==> config.mk <==
export PLATFORM = sky130hd
export DESIGN_NAME = pd_chunk_assembler_flat
export DESIGN_NICKNAME = d
export VERILOG_FILES = /design/src/rtl/pd_chunk_assembler_if.sv /design/src/rtl/pd_chunk_assembler.sv /design/src/flat_wrapper.sv
export SDC_FILE = /design/constraint.sdc
export NUM_CORES = 1
export LEC_CHECK = 0
export CORE_ASPECT_RATIO = 1.1
export CORE_MARGIN = 2
export CORE_UTILIZATION = 29
export DETAILED_ROUTE_END_ITERATION = 16
export GPL_ROUTABILITY_DRIVEN = 0
export SYNTH_ARGS = -nofsm -noshare
export SYNTH_HDL_FRONTEND = slang
export SYNTH_SLANG_ARGS = --single-unit
==> constraint.sdc <==
create_clock -name clk -period 66.4 [get_ports clk]
set_input_delay 19.92 -clock clk [delete_from_list [all_inputs] [get_ports clk]]
set_output_delay 19.92 -clock clk [all_outputs]
set_load 0.02 [all_outputs]
==> src/rtl/pd_chunk_assembler_if.sv <==
// Bus between the packet-decoder front end and the chunk assembler: header word
// stream in, packed chunks plus hash sequencing status out.
interface pd_chunk_assembler_if #(parameter int WORD_W = 32);
    logic [WORD_W-1:0] word_in;
    logic              word_valid;
    logic              word_ready;
    logic              abort;
    logic              start;
    logic              chunk_done;
    logic              nonce_inc;
    logic              new_block;
    logic [511:0]      chunk1;
    logic [127:0]      chunk2;
    logic [1:0]        hash_select;
    logic              header_valid;
    logic              block_done;
    logic              nonce_wrap;

    modport master (
        output word_in, word_valid, abort, start, chunk_done, nonce_inc, new_block,
        input  word_ready, chunk1, chunk2, hash_select, header_valid, block_done, nonce_wrap
    );

    modport slave (
        input  word_in, word_valid, abort, start, chunk_done, nonce_inc, new_block,
        output word_ready, chunk1, chunk2, hash_select, header_valid, block_done, nonce_wrap
    );
endinterface

==> src/rtl/pd_chunk_assembler.sv <==
// Packs a 640-bit block header from a word stream into chunk1/chunk2, sequences the
// two SHA-256 passes and bumps the nonce field between mining attempts.
module pd_chunk_assembler #(
    parameter int WORD_W = 32
) (
    input  logic                 clk,
    input  logic                 rst,
    pd_chunk_assembler_if.slave  bus
);
    localparam int NWORDS = 640 / WORD_W;
    localparam int CW     = $clog2(NWORDS);

    typedef enum logic [1:0] {LOAD, READY, HASH1, HASH2} state_t;

    state_t          state;
    state_t          next_state;
    logic [CW-1:0]   count;
    logic [639:0]    header;
    logic            accept;
    logic            last_word;
    logic            nonce_step;
    logic            word_ready_d;
    logic            header_valid_d;
    logic            hash_select_d;
    logic            block_done_d;
    logic            nonce_wrap_d;

    assign accept     = (state == LOAD) && bus.word_valid && !bus.abort;
    assign last_word  = (count == CW'(NWORDS - 1));
    assign nonce_step = (state == READY) && bus.nonce_inc && !bus.abort;

    always_ff @(posedge clk or posedge rst) begin
        if (rst) state <= LOAD;
        else     state <= next_state;
    end

    // abort overrides everything; start/new_block/nonce_inc only matter in READY
    always_comb begin
        next_state = state;
        if (bus.abort) begin
            next_state = LOAD;
        end else begin
            case (state)
                LOAD:  if (bus.word_valid && last_word) next_state = READY;
                READY: begin
                    if (bus.new_block)  next_state = LOAD;
                    else if (bus.start) next_state = HASH1;
                end
                HASH1: if (bus.chunk_done) next_state = HASH2;
                HASH2: if (bus.chunk_done) next_state = READY;
                default: next_state = LOAD;
            endcase
        end
    end

    // Outputs are decoded from the next state so that they can be registered
    // and still line up with the state they describe.
    always_comb begin
        word_ready_d   = (next_state == LOAD);
        header_valid_d = (next_state != LOAD);
        hash_select_d  = (next_state == HASH2);
        block_done_d   = (state == HASH2) && (next_state == READY);
        nonce_wrap_d   = nonce_step && (header[31:0] == 32'hFFFF_FFFF);
    end

    always_ff @(posedge clk or posedge rst) begin
        if (rst) begin
            count            <= '0;
            header           <= '0;
            bus.word_ready   <= 1'b1;
            bus.header_valid <= 1'b0;
            bus.hash_select  <= 2'd0;
            bus.block_done   <= 1'b0;
            bus.nonce_wrap   <= 1'b0;
        end else begin
            bus.word_ready   <= word_ready_d;
            bus.header_valid <= header_valid_d;
            bus.hash_select  <= {1'b0, hash_select_d};
            bus.block_done   <= block_done_d;
            bus.nonce_wrap   <= nonce_wrap_d;
            if (bus.abort) begin
                count <= '0;
            end else if (accept) begin
                count <= last_word ? '0 : count + 1'b1;
            end
            // first word lands in the most significant bits of the header
            if (accept) begin
                header[639 - int'(count) * WORD_W -: WORD_W] <= bus.word_in;
            end else if (nonce_step) begin
                header[31:0] <= header[31:0] + 32'd1;
            end
        end
    end

    assign bus.chunk1 = header[639:128];
    assign bus.chunk2 = header[127:0];
endmodule

==> src/flat_wrapper.sv <==
// flat-port wrapper written by rule: the top's interface ports become plain ports
module pd_chunk_assembler_flat 
#(
    parameter int WORD_W = 32
)
  (clk, rst, bus_word_in, bus_word_valid, bus_abort, bus_start, bus_chunk_done, bus_nonce_inc, bus_new_block, bus_word_ready, bus_chunk1, bus_chunk2, bus_hash_select, bus_header_valid, bus_block_done, bus_nonce_wrap);
  pd_chunk_assembler_if #(.WORD_W(WORD_W)) bus_i ();
  input  logic clk;
  input  logic rst;
  input wire logic [$bits(bus_i.word_in)-1:0] bus_word_in;
  input wire logic [$bits(bus_i.word_valid)-1:0] bus_word_valid;
  input wire logic [$bits(bus_i.abort)-1:0] bus_abort;
  input wire logic [$bits(bus_i.start)-1:0] bus_start;
  input wire logic [$bits(bus_i.chunk_done)-1:0] bus_chunk_done;
  input wire logic [$bits(bus_i.nonce_inc)-1:0] bus_nonce_inc;
  input wire logic [$bits(bus_i.new_block)-1:0] bus_new_block;
  output wire logic [$bits(bus_i.word_ready)-1:0] bus_word_ready;
  output wire logic [$bits(bus_i.chunk1)-1:0] bus_chunk1;
  output wire logic [$bits(bus_i.chunk2)-1:0] bus_chunk2;
  output wire logic [$bits(bus_i.hash_select)-1:0] bus_hash_select;
  output wire logic [$bits(bus_i.header_valid)-1:0] bus_header_valid;
  output wire logic [$bits(bus_i.block_done)-1:0] bus_block_done;
  output wire logic [$bits(bus_i.nonce_wrap)-1:0] bus_nonce_wrap;
  assign bus_i.word_in = bus_word_in;
  assign bus_i.word_valid = bus_word_valid;
  assign bus_i.abort = bus_abort;
  assign bus_i.start = bus_start;
  assign bus_i.chunk_done = bus_chunk_done;
  assign bus_i.nonce_inc = bus_nonce_inc;
  assign bus_i.new_block = bus_new_block;
  assign bus_word_ready = bus_i.word_ready;
  assign bus_chunk1 = bus_i.chunk1;
  assign bus_chunk2 = bus_i.chunk2;
  assign bus_hash_select = bus_i.hash_select;
  assign bus_header_valid = bus_i.header_valid;
  assign bus_block_done = bus_i.block_done;
  assign bus_nonce_wrap = bus_i.nonce_wrap;
  pd_chunk_assembler #(.WORD_W(WORD_W)) u_core (.clk(clk), .rst(rst), .bus(bus_i));
endmodule
==> results of run 1 <==
==> layer usage <==
layer / wire (um) / share of wire (%) / vias up
li1: - / - / 8250
met1: 38930 / 41 / 9488
met2: 46670 / 49 / 659
met3: 6325 / 6.7 / 127
met4: 2635 / 2.8 / 0
met5: 0 / 0 / -
==> power by group through the flow <==
stage	sequential [mW]	combinational [mW]	clock (mW)
6_report	0.431	0.117	0.397
5_1_grt	0.433	0.123	0.423
4_1_cts	0.431	0.119	0.406
3_5_place_dp	0.438	0.118	0
3_3_place_gp	0.437	0.117	0
2_1_floorplan	0.462	0.0294	0
==> cell type report <==
| class | count | area [um2] |
|---|---|---|
| fill | 8133 | 50730 |
| sequential | 652 | 16320 |
| multi-input combinational | 1193 | 8109 |
| timing repair buffer | 721 | 7114 |
| clock buffer | 104 | 2022 |
| tap | 1150 | 1439 |
| clock inverter | 21 | 285.3 |
| inverter | 56 | 217.7 |
| antenna | 3 | 7.507 |
==> cells in the final DEF, fill, tap and decap left out, drive strengths merged, types with 3 or more instances in the layout <==
master	Yosys	routed
clkbuf	107	104
or3	4	4
ha	4	4
xnor2	17	17
nand2	351	351
nor3	14	14
buf	47	39
bufinv	0	4
clkdlybuf4s50	0	682
a21o	3	3
or2	3	3
nor3b	3	3
and3	7	7
inv	56	62
and4	6	6
nand3	43	43
clkinv	0	10
o211ai	7	7
a32o	3	3
nand4	9	9
nor4	9	9
and2	6	6
a22oi	3	3
nor2	28	28
mux2i	23	23
nor2b	3	3
a21oi	11	11
diode	0	3
dfrtp	651	651
mux2	323	323
o21ai	286	286
==> flip-flops by register name, summed over array words and instances (netlist names) <==
name,flops
u_core.header,640
u_core.bus.nonce_wrap,1
u_core.state,2
u_core.bus.block_done,1
u_core.bus.header_valid,1
u_core.count,5
u_core.bus.hash_select,1
u_core.bus.word_ready,1
==> through the flow <==
stage          power (mW)  area (um2)
6_report           0.9442       35510
5_1_grt            0.9785       35510
4_1_cts            0.9558       35500
3_5_place_dp       0.5560       33200
3_3_place_gp       0.5537       33200
2_1_floorplan      0.4919       25210
==> worst min path at each step <==
stage / start / to / depth (start not counted)
detailed placement: u_core.header[147] / u_core.header[147] / 2
finish: u_core.header[478] / u_core.header[478] / 2
global placement: u_core.header[496] / u_core.header[496] / 2
CTS: u_core.header[147] / u_core.header[147] / 2
global route: u_core.header[368] / u_core.header[368] / 2
floorplan: u_core.header[120] / u_core.header[120] / 2
==> worst register-to-register path, delay by kind of cell (launching register included) <==
| kind | cells | cell delay [ns] |
|---|---|---|
| buffers and inverters | 2 | 0.60 |
| flip-flops | 1 | 0.48 |
| adder cells (fa/ha/maj) | 1 | 0.53 |
| AND/OR/NAND/NOR | 3 | 1.16 |
| multiplexers | 1 | 0.40 |
==> logic make-up after synthesis <==
| kind of cell | share of synthesized area, % |
|---|---|
| DFF | 64.72 |
| buffers and inverters | 3.439 |
| muxes | 15.34 |
| and+or+nand+nor | 8.784 |
| adders and majority gates | 0.1985 |
| xor gates and xnor gates | 0.6253 |
| AOI/OAI and AO/OA | 6.883 |
| other | 0.01487 |
==> summary.md, run 1 <==
| Metric | Value |
|---|---|
| Starting Density | 29.23% |
| Most used cell, CP | buf_4 |
| Syn_nets | 2099 |
| Total track usage | between 20% and 30% |
| P_int | 0.7013 mW |
| Share of the synthesized area in the top cell type | 64.61% |
| Peak supply drop | 0.02068 mV |
| Reg2Reg Depth | 7 |
| Cell taking the most area after synthesis | dfrtp_1 |
| CTS Sinks | ~650 |
| Seq cells post-synth | 652 |
| H-tree levels | 3 |
| Post-Syn Instances | 2055 |
| Clock Skew | roughly 0.022 ns |
| Critical path class | in2async |
| PD cells | 26.59 nW/um2 |
| Worst skew pair latency | 0.62 ns |
| Max-slew headroom | 11.80% |
| Share of cells above drive strength 1 | 17.91% |
| Least-Margin Pin Slew | 1.318 ns |
| Clock-pin slew on the worst setup and hold paths | about 0.060 ns |
| Psw | 0.2429 mW |
| PortBufs | 684 |
| Share of power burned in registers | 45.6% |
| Routed vias/inst | 4.750 |
| Cell variety after synth | 61 |
| Delay-heaviest family, CP | buffers and inverters |
| Via count | 18520 |
| Worst stage delay on the critical path | 0.89 ns |
| DRC violations left | 0 |
| Setup TNS | 0 ns |
| IO Count | 686 |
| Core ar. | ~86000 um2 |
| Global-route wire length before repair | 136200 um |
| Post-CTS Setup Inserts | 0 |
| GR peak layer | met2 |
| Period utilization | 34.86% |
| Cell Chain, Critical Path | clkdlybuf4s50_1, inv_8, buf_4, buf_4, buf_4 |
| Worst path depth | 5 |
| Fin util | 41.18% |
| Final net count | about 2700 |
| Main flop type after synthesis | dfrtp_1 |
| CP max stage cell | buf_4 |
| Fin crit period | 23.14 ns |
| WHS | approximately 0.47 ns |
| Clk pwr share | 42.0% |
| Pin count of the biggest net entering global routing | 89 |
| Clk root buf | clkbuf_16 |
| Final Max Slew Viols | 0 |
| Startpoint Class | input pin |
| Crit Path Max Fanout | 88 |
| Routed WL | 94560 um |
| Post-synth EDFFs | 0 |
| Buf/Inv on CP | 5 |
| Post-route ant nets | 0 |
| Asr flop ratio synth | between 90% and 100% |
| CTS tree | yes |
| Netlist Area Pre-Place | 25210 um2 |
| Cts hold-fix bufs | 0 |
| Final Hold Fails | 0 |
| Total grt overflow | 0 |
| FMAX | 0.04321 GHz |
| Vias in the first global route | 19240 |
| Status | complete, no violations |
| Register area share after synthesis | 64.72% |
| Sw frac | 25.73% |
| Non-filler cells, final | 3900 |
| Ys Warns | 0 |
| Die ar. | 89320 um2 |
| Avg WL per Cell | 24.25 um |
| Synth-to-layout area growth | 40.85% |
| Initial antenna violation count | 5 |
| RSZ-0062 raised after global routing | false |
| Synth area leaders | dfrtp_1, mux2_2, o21ai_0 |
| Top cells by count, synth | dfrtp_1, nand2_1, mux2_2 |
| Count leader, synth | dfrtp_1 |
| Avg Cell Area, Syn | 12.27 um2 |
| Maximum capacitance violations | 0 |
| Lkg Pwr | around 16 nW |
| Crit Reg-Reg Startpoint | u_core.count[2] |
| Chip height | 313.3 um |
| # resized after CTS | 0 |
| Comb power frac | 12.4% |
| Setup Viol. Count Final | 0 |
| Placed Cells | 3772 |
| Die X | between 200 and 300 um |
| Placement Setup Slack | 42.45 ns |
| Hpwl dp | 65160 um |
| Worst Path Required | about 67 ns |
| GRT met3 Usage | 5.444% |
| First-pass detailed-route iteration total | 5 |
| Num CTS Buffers | 71 |
| M2 GR Usage | a little over a third |
| Reg2reg end | u_core.header[327] |
| PnR worst setup slack | 43.26 ns |
| Critical Path End Type | asynchronous set/reset pin |
| Met1 Track Usage GR | 25.64% |
| R2R Setup Slk | 63.13 ns |
| CTS Buffer Depth | 3 |
| Hold WC Path Type | reg2reg |
| Initial drt markers | 1127 |
| Critical path startpoint | rst |
| Critical Path End | u_core.header[141] |
| Row cnt | 113 |
| Critical Path AT | roughly 24 ns |
Note: power is estimated with default switching activity, not from simulation.
==> run 2, diff against run 1 <==
==> constraint.sdc (replaced) <==
create_clock -name clk -period 20.2 [get_ports clk]
set_input_delay 6.06 -clock clk [delete_from_list [all_inputs] [get_ports clk]]
set_output_delay 6.06 -clock clk [all_outputs]
set_load 0.02 [all_outputs]
==> summary.md, run 2 (same netlist as run 1, synthesis figures left out) <==
| Metric | Value |
|---|---|
| Status | complete, no violations |
| Cell Chain, Critical Path | clkdlybuf4s50_1, nor4b_2, and2_1, nand4_4, mux2_1 |
| Maximum capacitance violations | 0 (unchanged) |
| Most frequent cells in the layout | clkdlybuf4s50_1, dfrtp_1, nand2_1, mux2_2, o21ai_0 |
| Delay-heaviest family, CP | simple AND/OR/NAND/NOR gates |
| Critical path startpoint | bus_abort |
| Initial antenna violation count | 8 (+3) |
| Hold WC Path Type | reg2reg |
| Hpwl dp | 64190 um (-1.5%) |
| First-pass detailed-route iteration total | 6 (+1) |
| Total track usage | 20.66% (-0.093 points) |
| Final Max Slew Viols | 0 (unchanged) |
| Clock Skew | 0.02486 ns (+0.002600 ns) |
| Setup TNS | 0 ns (unchanged) |
| Critical Path End | u_core.header[389] |
| Routed vias/inst | 4.722 (-0.59%) |
| Top flop regs | u_core.header: 640 flops, u_core.count: 5 flops, u_core.state: 2 flops |
| Top sig layer | met5 |
| R2R Setup Slk | 16.87 ns (-46.26 ns) |
| Final net count | 2742 (+0.11%) |
| Share of cells above drive strength 1 | 18.50% (+0.59 points) |
| H-tree levels | 3 (unchanged) |
| Crit Reg-Reg Startpoint | u_core.state[1] |
| WL met3 | 7526 um (+19%) |
| Post-CTS Setup Inserts | 0 (unchanged) |
| Max reg flops | 640 (unchanged) |
| Critical Path AT | 9.50 ns (-14.24 ns) |
| Peak supply drop | 0.06297 mV (+200%) |
| CTS tree | yes |
| Worst stage delay on the critical path | 0.79 ns (-0.10 ns) |
| Num CTS Buffers | 73 (+2.8%) |
| Clk root buf | clkbuf_16 |
| Psw | 0.8049 mW (+230%) |
| Vias in the first global route | 18870 (-1.9%) |
| Worst skew pair latency | 0.63 ns (about the same) |
| Reg2Reg Depth | 4 (-3) |
| RSZ-0062 raised after global routing | false |
| CP max stage cell | nor4b_2 |
| # resized after CTS | 0 (unchanged) |
| Buf/Inv on CP | 1 (-4) |
| Crit Path Max Fanout | 55 (-38%) |
| Comb power frac | 12.2% (-0.2 points) |
| Share of power burned in registers | 44.9% (-0.7 points) |
| Period utilization | 44.58% |
| Die X | 285.1 um (unchanged) |
| DRC violations left | 0 (unchanged) |
| Starting Density | 29.23% (unchanged) |
| Final Hold Fails | 0 (unchanged) |
| FMAX | 0.1111 GHz |
| PD cells | 88.33 nW/um2 (+230%) |
| Fin util | 41.40% (+0.22 points) |
| Initial drt markers | 1447 (+28%) |
| CTS Sinks | 652 (unchanged) |
| Die ar. | 89320 um2 (unchanged) |
| Cts hold-fix bufs | 0 (unchanged) |
| Fin crit period | 9.005 ns |
| Pin count of the biggest net entering global routing | 158 (+78%) |
| Avg WL per Cell | 24.04 um (-0.86%) |
| Synth-to-layout area growth | 41.60% |
| Register name with the most flops | u_core.header |
| P_int | 2.349 mW (+230%) |
| CTS Buffer Depth | 3 (unchanged) |
| Total grt overflow | 0 (unchanged) |
| Lkg Pwr | 15.65 nW (+0.57%) |
| Least-Margin Pin Slew | 1.220 ns (-0.09798 ns) |
| Post-route ant nets | 0 (unchanged) |
| Met2 WL | 45240 um (-3.1%) |
| Worst Path Required | 20.69 ns (-46.30 ns) |
| Row cnt | 113 (unchanged) |
| Critical Path End Type | register |
| Setup Viol. Count Final | 0 (unchanged) |
| Chip height | 313.3 um (unchanged) |
| Core ar. | 86250 um2 (unchanged) |
| Sw frac | 25.52% (-0.21 points) |
| Critical path class | in2reg |
| Routed WL | 93860 um (-0.74%) |
| Startpoint Class | input pin |
| IO Count | 686 (unchanged) |
| Global-route wire length before repair | 134900 um (-0.98%) |
| Clock-pin slew on the worst setup and hold paths | 0.06 ns (about the same) |
| WL met1 | 38210 um (-1.9%) |
| Reg2reg end | u_core.header[389] |
| Via count | 18440 (-0.46%) |
| Most common cell after layout, fill and taps aside | clkdlybuf4s50_1 |
| Clk pwr share | 42.9% (+0.9 points) |
| Worst path depth | 5 (unchanged) |
| PortBufs | 684 (unchanged) |
| Max-slew headroom | 18.37% (+6.6 points) |
[run 2: cell types whose count changed in the layout (fill, tap and decap cells not counted), moves of 2 or more]
cell / change
clkinvlp_4: +4
inv_6: -2
clkinv_8: +2
clkinv_2: +2
clkbuf_1: -13
clkbuf_8: +10
[run 2: layout make-up]
type                    instances  area (um2)
diodes                          4       10.01
clock inverters                26       342.8
clock buffers                 102        2136
multi-input cells            1193        8109
inverters                      56       214.0
repair buffers                722        7134
fillers                      8101       50540
well taps                    1150        1439
flip-flops and latches        652       16320
[run 2: worst min path at each step]
| stage | slack, ns | from | depth (start not counted) | to |
|---|---|---|---|---|
| 6_report | 0.48 | u_core.header[395] | 2 | u_core.header[395] |
| 5_1_grt | 0.50 | u_core.header[116] | 2 | u_core.header[116] |
| 4_1_cts | 0.48 | u_core.header[120] | 2 | u_core.header[120] |
| 3_5_place_dp | 0.47 | u_core.header[46] | 2 | u_core.header[46] |
| 3_3_place_gp | 0.46 | u_core.header[422] | 2 | u_core.header[422] |
| 2_1_floorplan | 0.58 | u_core.header[120] | 2 | u_core.header[120] |
[run 2: worst reg2reg max path, delay by kind of cell, from the launching register on]
kind          cells  cell delay [ns]
simple gates      3             1.98
flops             1             0.52
mux               1             0.71
[run 2: power groups by stage]
stage	Combinational [mW]	Clock, mW	Sequential, mW
floorplan	0.0968	0	1.52
global placement	0.386	0	1.43
detailed placement	0.390	0	1.44
CTS	0.392	1.39	1.42
global route	0.405	1.45	1.42
finish	0.385	1.35	1.42
[run 2: per-stage QoR]
| stage | cells | setup WS, ns | total power [mW] | instance area, um2 | hold WS, ns |
|---|---|---|---|---|---|
| 5_1_grt | 3902 | 10.78 | 3.274 | 35690 | 0.4954 |
| 6_report | 3905 | 11.20 | 3.154 | 35700 | 0.4758 |
| 4_1_cts | 3901 | 11.18 | 3.195 | 35690 | 0.4829 |
| 3_5_place_dp | 3773 | 10.50 | 1.828 | 33210 | 0.4691 |
| 3_3_place_gp | 3773 | 10.66 | 1.821 | 33210 | 0.4601 |
| 2_1_floorplan | 2055 | 5.230 | 1.617 | 25220 | 0.5833 |
[run 2: per-layer routing]
layer	global-route usage (%)	up-vias
li1	-	8269
met1	25.91	9287
met2	34.24	731
met3	5.713	149
met4	7.175	2
met5	0	-
==> run 3, diff against run 2 <==
==> constraint.sdc (replaced) <==
create_clock -name clk -period 8.9 [get_ports clk]
set_input_delay 2.67 -clock clk [delete_from_list [all_inputs] [get_ports clk]]
set_output_delay 2.67 -clock clk [all_outputs]
set_load 0.02 [all_outputs]
==> summary.md, run 3 (same netlist as run 1, synthesis figures left out) <==
| Metric | Value |
|---|---|
| Status | complete, no violations |
| Setup TNS | 0 ns (unchanged) |
| RSZ-0062 raised after global routing | false |
| Top flop regs | u_core.header: 640 flops, u_core.count: 5 flops, u_core.state: 2 flops |
| Post-CTS Setup Inserts | 0 (unchanged) |
| PnR worst setup slack | 3.548 ns (-7.647 ns) |
| Die X | 285.1 um (unchanged) |
| Least-Margin Pin Slew | 1.225 ns (+0.005054 ns) |
| P_int | 5.343 mW (+130%) |
| Pin count of the biggest net entering global routing | 148 (-6.3%) |
| Routed vias/inst | 4.771 (+1.0%) |
| Crit Path Max Fanout | 55 (unchanged) |
| Placed Cells | 3772 (-0.027%) |
| Reg area | 16320 um2 (unchanged) |
| Cell Chain, Critical Path | clkdlybuf4s50_1, or4b_4, a211oi_4, nand2_2, mux2_2 |
| Initial drt markers | 1067 (-26%) |
| Final Hold Fails | 0 (unchanged) |
| Num CTS Buffers | 72 (-1.4%) |
| Reg2Reg Depth | 6 (+2) |
| Sw frac | 25.61% (+0.084 points) |
| Maximum capacitance violations | 0 (unchanged) |
| Share of cells above drive strength 1 | 18.39% (-0.12 points) |
| Crit Reg-Reg Startpoint | u_core.count[2] |
| Via count | 18640 (+1.1%) |
| Row cnt | 113 (unchanged) |
| Critical Path End Type | register |
| R2R Setup Slk | 5.62 ns (-11.25 ns) |
| CP max stage cell | nand2_2 |
| Register name with the most flops | u_core.header |
| Max-slew headroom | 18.07% (-0.30 points) |
| Clock Skew | 0.02698 ns (+0.002124 ns) |
| Die ar. | 89320 um2 (unchanged) |
| Startpoint Class | input pin |
| Total power | 7.182 mW (+130%) |
| Critical Path AT | 5.85 ns (-3.65 ns) |
| Post-route ant nets | 0 (unchanged) |
| Worst path depth | 5 (unchanged) |
| Share of power burned in registers | 44.7% (-0.2 points) |
| Total grt overflow | 0 (unchanged) |
| Final net count | 2740 (-0.073%) |
| Most frequent cells in the layout | clkdlybuf4s50_1, dfrtp_1, nand2_1, mux2_2, o21ai_0 |
| Comb power frac | 12.2% (about the same) |
| Vias in the first global route | 19150 (+1.5%) |
| Area after DPL | 33250 um2 (+0.10%) |
| CTS Sinks | 652 (unchanged) |
| DRC violations left | 0 (unchanged) |
| Routed WL | 94770 um (+0.96%) |
| Clock-pin slew on the worst setup and hold paths | 0.06 ns (about the same) |
| Placement Setup Slack | 2.897 ns (-7.601 ns) |
| Critical path class | in2reg |
| PD cells | 201.1 nW/um2 (+130%) |
| Peak supply drop | 0.1894 mV (+200%) |
| CTS Buffer Depth | 3 (unchanged) |
| Area of the multi-input gates | 8109 um2 (unchanged) |
| Critical path startpoint | bus_abort |
| Starting Density | 29.23% (unchanged) |
| Worst Path Required | 9.39 ns (-11.30 ns) |
| Worst stage delay on the critical path | 0.75 ns (-0.04 ns) |
| Synth-to-layout area growth | 41.64% (about the same) |
| Lkg Pwr | 15.65 nW (about the same) |
| Period utilization | around 60% |
| Global-route wire length before repair | 135700 um (+0.66%) |
| Reg2reg end | u_core.header[105] |
| Most common cell after layout, fill and taps aside | clkdlybuf4s50_1 |
| Initial antenna violation count | 8 (unchanged) |
| Non-filler cells, final | 3907 (+0.051%) |
| Clk root buf | clkbuf_16 |
| CTS tree | yes |
| # resized after CTS | 0 (unchanged) |
| Worst skew pair latency | 0.62 ns (about the same) |
| Core ar. | 86250 um2 (unchanged) |
| Delay-heaviest family, CP | simple AND/OR/NAND/NOR gates |
| Cts hold-fix bufs | 0 (unchanged) |
| PortBufs | 684 (unchanged) |
| Max reg flops | 640 (unchanged) |
| Hold WC Path Type | reg2reg |
| Critical Path End | u_core.header[105] |
| First-pass detailed-route iteration total | 6 (unchanged) |
| Total track usage | 20.81% (+0.15 points) |
| Fin crit period | about 5.4 ns |
| Post-route cell area | 35710 um2 (about the same) |
| Hpwl dp | 64560 um (+0.56%) |
| IO Count | 686 (unchanged) |
| Buf/Inv on CP | 1 (unchanged) |
| Chip height | 313.3 um (unchanged) |
| Final Max Slew Viols | 0 (unchanged) |
| FMAX | 0.1869 GHz |
| H-tree levels | 3 (unchanged) |
| Psw | 1.839 mW (+130%) |
| Setup Viol. Count Final | 0 (unchanged) |
| Avg WL per Cell | 24.26 um (+0.91%) |
| Fillcell total | 8083 (-0.22%) |
| Clk pwr share | 43.1% (+0.2 points) |
==> run 3: cell count changes in the layout (fill, tap and decap cells not counted), moves of 2 or more <==
cell	change
clkbuf_1	+4
buf_4	-5
clkinv_16	-2
clkinv_2	+2
clkinv_4	+2
clkbuf_8	-8
buf_12	+3
bufinv_16	+2
==> run 3: through the flow <==
step                util, %  hold slack (ns)
finish                41.41           0.4776
global route          41.40           0.4931
CTS                   41.39           0.4820
detailed placement    38.55           0.4685
global placement      38.54           0.4609
floorplan                 -           0.5833
==> run 3: power groups by stage <==
| stage | sequential (mW) | combinational, mW | clock (mW) |
|---|---|---|---|
| floorplan | 3.45 | 0.220 | 0 |
| global placement | 3.25 | 0.881 | 0 |
| global route | 3.23 | 0.922 | 3.30 |
| CTS | 3.21 | 0.895 | 3.17 |
| detailed placement | 3.26 | 0.892 | 0 |
| finish | 3.21 | 0.879 | 3.09 |
==> run 3: how the worst min path moves through the flow <==
stage	startpoint	to	slack [ns]	cells past startpoint
floorplan	u_core.header[120]	u_core.header[120]	0.58	2
global placement	u_core.header[352]	u_core.header[352]	0.46	2
detailed placement	u_core.header[305]	u_core.header[305]	0.47	2
CTS	u_core.header[305]	u_core.header[305]	0.48	2
global route	u_core.header[369]	u_core.header[369]	0.49	2
finish	u_core.header[456]	u_core.header[456]	0.48	2
==> run 3: layout make-up <==
type / count / share of cell area (%)
clock buffer: 99 / 5.784
sequential: 652 / 45.69
antenna: 5 / 0.03504
tap: 1150 / 4.029
timing repair buffer: 721 / 20.07
inverter: 56 / 0.5991
multi-input combinational: 1193 / 22.71
clock inverter: 31 / 1.083
==> run 3: worst min-delay path: cells and delay by family (launching register included) <==
family | cells | cell delay, ns
flops | 1 | 0.34
compound gates | 1 | 0.06
simple gates | 1 | 0.04
==> run 3: per-layer routing <==
layer	routed length (um)	global-route usage (%)	share of wire, %	vias to the layer above
met5	12	0	0.013	-
met4	2773	6.652	2.9	2
met3	7395	5.902	7.8	156
met2	46470	35.33	49	675
met1	38110	25.50	40	9538
li1	-	-	-	8270
